===== config.mk =====
export PLATFORM = sky130hd
export DESIGN_NAME = organ_note_sequencer
export DESIGN_NICKNAME = d
export VERILOG_FILES = /design/src/rtl/organ_pkg.sv /design/src/rtl/organ_dur_timer.sv /design/src/rtl/organ_note_sequencer.sv
export SDC_FILE = /design/constraint.sdc
export NUM_CORES = 1
export LEC_CHECK = 0
export ABC_AREA = 1
export ABC_CLOCK_PERIOD_IN_PS = 3180
export BUFFER_PORTS_ARGS = -buffer_cell sky130_fd_sc_hd__clkbuf_2
export CAP_MARGIN = 20
export CORE_AREA = 2 2 92 94
export DETAILED_ROUTE_END_ITERATION = 10
export DIE_AREA = 0 0 94 96
export PLACE_DENSITY = 0.82
export SYNTH_ARGS = -nofsm -noshare
export SYNTH_HDL_FRONTEND = slang
export SYNTH_HIERARCHICAL = 1
export SYNTH_SLANG_ARGS = --single-unit

===== constraint.sdc =====
create_clock -name inclk -period 3.18 [get_ports inclk]
set_clock_uncertainty 0.1 [all_clocks]
set_input_delay 0.318 -clock inclk [delete_from_list [all_inputs] [get_ports inclk]]
set_output_delay 0.318 -clock inclk [all_outputs]
set_load 0.02 [all_outputs]

===== src/rtl/organ_pkg.sv =====
// Shared definitions for the organ note sequencer: FSM state type, note
// frequency table, divide-count helper, melody length and melody ROM.
package organ_pkg;

  // Sequencer states
  typedef enum logic [1:0] {
    ST_IDLE   = 2'd0,
    ST_MANUAL = 2'd1,
    ST_PLAY   = 2'd2,
    ST_GAP    = 2'd3
  } state_t;

  // Number of notes in the melody
  localparam int unsigned SEQ_LEN = 32'd8;

  // Note frequencies in Hz, Do..Do'
  localparam int unsigned NOTE_FREQ_HZ [8] = '{
    32'd523, 32'd587, 32'd659, 32'd698, 32'd783, 32'd880, 32'd987, 32'd1046
  };

  // Melody ROM: note index played at each melody position (ascending scale)
  localparam logic [2:0] MELODY [SEQ_LEN] = '{
    3'd0, 3'd1, 3'd2, 3'd3, 3'd4, 3'd5, 3'd6, 3'd7
  };

  // Half-period count for the divider: floor(clk/(2*f)) - 1
  function automatic logic [31:0] calc_div_count(input int unsigned clk_hz,
                                                 input int unsigned freq_hz);
    return 32'(clk_hz / (32'd2 * freq_hz)) - 32'd1;
  endfunction

endpackage


===== src/rtl/organ_dur_timer.sv =====
// Duration timer for the organ note sequencer. Loaded with (cycles - 1) on
// every state entry, counts down to zero and stops there (never wraps).
// o_expire is high while the count sits at zero, i.e. on the last cycle of
// the timed interval.
module organ_dur_timer (
  input  logic        i_clk,
  input  logic        i_rst,
  input  logic        i_load,
  input  logic [31:0] i_load_val,
  output logic        o_expire
);

  logic [31:0] r_count;

  // Down-counter: reload on request, otherwise decrement and saturate at zero
  always_ff @(posedge i_clk or posedge i_rst) begin
    if (i_rst) begin
      r_count <= 32'd0;
    end else if (i_load) begin
      r_count <= i_load_val;
    end else if (r_count != 32'd0) begin
      r_count <= r_count - 32'd1;
    end else begin
      r_count <= r_count;
    end
  end

  assign o_expire = (r_count == 32'd0);

endmodule


===== src/rtl/organ_note_sequencer.sv =====
// Organ note sequencer: drives an external clock divider either from a
// manually selected note or through a fixed melody (note / silent gap).
// Optional build macro: ORGAN_SEQ_LOOP_EN -- when defined the melody repeats
// until stop or Reset instead of playing a single pass.
module organ_note_sequencer
  import organ_pkg::*;
#(
  parameter int unsigned CLK_HZ      = 32'd50_000_000,
  parameter int unsigned NOTE_CYCLES = 32'd12_500_000,
  parameter int unsigned GAP_CYCLES  = 32'd1_250_000
) (
  input  logic        inclk,
  input  logic        Reset,
  input  logic        start,
  input  logic        stop,
  input  logic        manual_en,
  input  logic [2:0]  manual_note,
  output logic [31:0] div_clk_count,
  output logic        div_reset,
  output logic        busy,
  output logic        done,
  output logic [2:0]  note_idx
);

  // Divide counts per note index, resolved at elaboration time
  localparam logic [31:0] DIV_TABLE [8] = '{
    calc_div_count(CLK_HZ, NOTE_FREQ_HZ[0]), calc_div_count(CLK_HZ, NOTE_FREQ_HZ[1]),
    calc_div_count(CLK_HZ, NOTE_FREQ_HZ[2]), calc_div_count(CLK_HZ, NOTE_FREQ_HZ[3]),
    calc_div_count(CLK_HZ, NOTE_FREQ_HZ[4]), calc_div_count(CLK_HZ, NOTE_FREQ_HZ[5]),
    calc_div_count(CLK_HZ, NOTE_FREQ_HZ[6]), calc_div_count(CLK_HZ, NOTE_FREQ_HZ[7])
  };

  localparam logic [2:0] LAST_IDX = 3'(SEQ_LEN - 32'd1);

  state_t      r_state, w_next_state;
  logic [31:0] r_div_count, w_next_div_count;
  logic        r_div_reset, w_next_div_reset;
  logic        r_busy, w_next_busy;
  logic        r_done, w_next_done;
  logic [2:0]  r_note_idx, w_next_idx;
  logic [2:0]  w_idx_inc;
  logic        w_tmr_load;
  logic [31:0] w_tmr_val;
  logic        w_tmr_expire;

  assign w_idx_inc = r_note_idx + 3'd1;

  organ_dur_timer u_dur_timer (
    .i_clk      (inclk),
    .i_rst      (Reset),
    .i_load     (w_tmr_load),
    .i_load_val (w_tmr_val),
    .o_expire   (w_tmr_expire)
  );

  // Reload the timer on every state change with the length of the new state
  always_comb begin
    w_tmr_load = (w_next_state != r_state);
    w_tmr_val  = 32'd0;
    case (w_next_state)
      ST_PLAY: w_tmr_val = NOTE_CYCLES - 32'd1;
      ST_GAP:  w_tmr_val = GAP_CYCLES - 32'd1;
      default: w_tmr_val = 32'd0;
    endcase
  end

  // Next-state and next-output decode; outputs default to silent/idle
  always_comb begin
    w_next_state     = r_state;
    w_next_div_count = r_div_count;
    w_next_div_reset = 1'b1;
    w_next_busy      = 1'b0;
    w_next_done      = 1'b0;
    w_next_idx       = r_note_idx;
    case (r_state)
      ST_IDLE, ST_MANUAL: begin
        if (start) begin
          w_next_state     = ST_PLAY;
          w_next_idx       = 3'd0;
          w_next_div_count = DIV_TABLE[MELODY[0]];
          w_next_div_reset = 1'b0;
          w_next_busy      = 1'b1;
        end else if (manual_en) begin
          w_next_state     = ST_MANUAL;
          w_next_div_count = DIV_TABLE[manual_note];
          w_next_div_reset = 1'b0;
        end else begin
          w_next_state     = ST_IDLE;
        end
      end
      ST_PLAY: begin
        if (stop) begin
          w_next_state = ST_IDLE;
          w_next_idx   = 3'd0;
        end else if (w_tmr_expire) begin
          w_next_state = ST_GAP;
          w_next_busy  = 1'b1;
        end else begin
          w_next_div_count = DIV_TABLE[MELODY[r_note_idx]];
          w_next_div_reset = 1'b0;
          w_next_busy      = 1'b1;
        end
      end
      ST_GAP: begin
        if (stop) begin
          w_next_state = ST_IDLE;
          w_next_idx   = 3'd0;
        end else if (w_tmr_expire && (r_note_idx == LAST_IDX)) begin
          w_next_done = 1'b1;
          w_next_idx  = 3'd0;
`ifdef ORGAN_SEQ_LOOP_EN
          w_next_state     = ST_PLAY;
          w_next_div_count = DIV_TABLE[MELODY[0]];
          w_next_div_reset = 1'b0;
          w_next_busy      = 1'b1;
`else
          w_next_state     = ST_IDLE;
`endif
        end else if (w_tmr_expire) begin
          w_next_state     = ST_PLAY;
          w_next_idx       = w_idx_inc;
          w_next_div_count = DIV_TABLE[MELODY[w_idx_inc]];
          w_next_div_reset = 1'b0;
          w_next_busy      = 1'b1;
        end else begin
          w_next_busy = 1'b1;
        end
      end
      default: begin
        w_next_state = ST_IDLE;
        w_next_idx   = 3'd0;
      end
    endcase
  end

  // State and registered outputs; Reset forces idle/silent immediately
  always_ff @(posedge inclk or posedge Reset) begin
    if (Reset) begin
      r_state     <= ST_IDLE;
      r_div_count <= 32'd0;
      r_div_reset <= 1'b1;
      r_busy      <= 1'b0;
      r_done      <= 1'b0;
      r_note_idx  <= 3'd0;
    end else begin
      r_state     <= w_next_state;
      r_div_count <= w_next_div_count;
      r_div_reset <= w_next_div_reset;
      r_busy      <= w_next_busy;
      r_done      <= w_next_done;
      r_note_idx  <= w_next_idx;
    end
  end

  assign div_clk_count = r_div_count;
  assign div_reset     = r_div_reset;
  assign busy          = r_busy;
  assign done          = r_done;
  assign note_idx      = r_note_idx;

endmodule


==> impl_metrics.toml <==
[status]
outcome = "complete, no violations"

[clock_tree]
cts.sinks = 55
cts_inserted_buffers = 5
htreeDepth = 2
cts_tree = "built"
cts_buffer_depth = 2
clkLatencyLatePin_ns = 0.30
root_buffer = "clkbuf_8"
clk_pin_slew_worst_paths_ns = 0.10

[timing]
setup_tns_ns = 0
finalSetupViolCount = 0
finalCritPeriodShare = 0.890
hold_viol_final = 0
drv_slew = 0
fin_crit_ns = 2.83
timing.fmax_mhz = 353
slew_headroom = 0.391
tightest_slew_ns = 0.912
rsz0062_at_grt = "false"

[routing]
drc = 0
drt-initial-drc-count = 195
via_per_inst = 5.04
dr_total_vias = 3909
drtPass1Iterations = 5
routed_wl_um = 9610
detail_route.wl_per_cell_um = 12.4
ant_nets = 0

[synthesis]
post-synth-top-count-cell = "nand2_1"
synth_top_area_share = 0.325
synth_xor_area_frac = 0.0316
synthMuxAreaShare = 0
synth-edff-count = 0
synth-compound-area-share = 0.0653
synth_flop_cell = "dfrtp_1"
synth_area_um2 = 4160
ys_top_cells_by_area = "dfrtp_1, nand2_1, nor2_1"
async_flop_share = 1.00
ys_warn_count = 6
ys_top_cells_by_count = "nand2_1, nor2_1, dfrtp_1, inv_1, nand3_1"
synthAdderAreaFrac = 0.0452
ys_types = 29
syn_inst = 630
synth_top_area_cell = "dfrtp_1"
synth_top_family_by_area = "simple AND/OR/NAND/NOR gates"
synthSimpleGateAreaFrac = 0.419
synth.avg_cell_area_um2 = 6.60
ys_ff_latch = 55
synth_seq_area_share = 0.332

[power_and_ir_drop]
p_per_area_nw_per_um2 = 728
ir_drop_v = 0.000383
p_leak_nw = 2.36
total_power_mw = 3.27

[layout]
fin_nets = 692
num-fill-cells = 812
diodes = 0
drive_gt1_frac = 0.115
area_growth_pct = 8.19

[worst_setup_path]
cp.arrival_ns = 2.95
critPathMaxStageDelay_ns = 0.40
path_max_fanout = 13
cp-end-kind = "flop"
crit_path_end = "u_dur_timer/r_count[7]"
reg2regPathDepth = 14
crit_start = "u_dur_timer/r_count[0]"
r2r_setup_slack_ns = 0.35
r2r-start = "u_dur_timer/r_count[0]"
worst_setup_path_start_kind = "flop"
crit_slowest_cell = "dfrtp_1"
crit_chain = "inv_1 -> ha_1 -> nand3_1 -> nor2_1 -> nand2_1 -> nor3_2 -> nor2_1 -> nand2_2 -> nand3_1 -> nand2_1 -> nand3_1 -> inv_1 -> nand2_1 -> o21ai_0"
r2r-end = "u_dur_timer/r_count[7]"
worstSetupPathType = "reg -> reg"
required_ns = 3.30

[global_route]
busiest_layer = "met2"
groute.layer.met2.usage = 0.410
use_met3 = 0.0345
overflow = 0
gr-usage-met1 = 0.279
grt_max_degree = 33
grt_pass1_wl_um = 16500
grt_usage = 0.229
grt_pass1_vias = 3663
antenna_found_initial = 0

[placed_design]
hpwlAfterDp_um = 7520
portBuffers = 29
gp_congestion = 0.945

[floorplan]
die_height_um = 96
dieArea_um2 = 9020
rows = 33
core_um2 = 8050
die_x_um = 94
start_util = 0.516
ioPinCount = 46

[hold_path]
hp-class = "in -> reg"

[run]
cap_violations = 0
## report_power, final
| part | switching, mW | internal (mW) | total (mW) |
|---|---|---|---|
| Clock | 0.226 | 0.236 | 0.462 |
| Combinational | 1.08 | 0.526 | 1.60 |
| Sequential | 0.252 | 0.953 | 1.20 |
| Total | 1.56 | 1.71 | 3.27 |
## registers in the layout (all words and copies together), names as in the netlist
signal / cells
div_reset: 1
r_state: 2
u_dur_timer/r_count: 32
busy: 1
div_clk_count: 15
done: 1
note_idx: 3
## cells by family after synthesis
kind of cell	Yosys count
buf+inv	90
compound gates	50
simple gates	404
fa+ha+maj	15
xor+xnor	15
flops	55
other cells	1
## layout make-up
class / count / area, um2 / share of cell area
repair buffers: 37 / 220 / 0.0490
multi-input cells: 512 / 2440 / 0.543
inverters: 58 / 218 / 0.0484
clock inverters: 1 / 30.0 / 0.00668
well taps: 105 / 131 / 0.0292
flip-flops and latches: 55 / 1380 / 0.306
clock buffers: 7 / 76.3 / 0.0170
## metrics by stage
step	utilization	instance area (um2)	std cells	setup WS (ns)	hold slack (ns)
floorplan	-	4260	657	0.542	0.219
global placement	0.541	4350	765	0.341	0.325
detailed placement	0.541	4350	765	0.175	0.334
CTS	0.555	4470	774	0.138	0.109
global route	0.558	4500	775	0.0292	0.103
finish	0.558	4500	775	0.349	0.115
## layer usage
layer  vias to the layer above  wire, um  share of wire
li1                       1997         -              -
met1                      1774      4150           0.43
met2                       114      4790           0.50
met3                        24       404          0.042
met4                         0       263          0.027
met5                         -         0              0
## repair_timing
| item | 4_1_cts | 5_1_grt |
|---|---|---|
| setup endpoints to repair | 0 | 31 |
| hold buffers | 1 | 0 |
| resized for setup | 0 | 1 |
| buffers inserted | 0 | 1 |
| endpoints found under the hold margin | 17 | 0 |
## layout by cell type, fill, tap and decap left out
master / n
nand3_2: 3
buf_12: 1
nand4_1: 9
nor2_1: 66
nor2_8: 1
buf_4: 6
nor3_1: 1
bufinv_16: 1
inv_1: 52
a31oi_1: 1
ha_1: 15
nand2_4: 4
o211ai_1: 8
dfrtp_1: 54
xnor2_1: 5
inv_2: 4
nor2_4: 6
conb_1: 28
o21ai_0: 18
nor2_2: 12
nand2_1: 256
xor2_1: 10
clkbuf_1: 2
nand3_1: 42
nand2_2: 3
dfstp_2: 1
clkbuf_8: 5
o21ai_1: 15
clkinv_1: 2
clkbuf_2: 29
dlygate4sd3_1: 1
nor3_2: 1
a21oi_1: 8
## worst max-delay path, delay by kind of cell (launching register included)
| family | cells | cell delay (ns) |
|---|---|---|
| compound gates | 1 | 0.25 |
| simple gates | 10 | 1.62 |
| buf+inv | 2 | 0.21 |
| fa+ha+maj | 1 | 0.17 |
| flops | 1 | 0.40 |
## worst min-delay path by stage
stage / start / endpoint / slack (ns) / cells past startpoint
after floorplan: Reset / busy / 0.22 / 1
after global placement: Reset / u_dur_timer/r_count[30] / 0.33 / 3
after detailed placement: Reset / u_dur_timer/r_count[28] / 0.33 / 3
after CTS: stop / done / 0.11 / 2
after global routing: stop / done / 0.10 / 2
final: stop / done / 0.12 / 2
No activity file was read; power rests on OpenSTA's default activity.
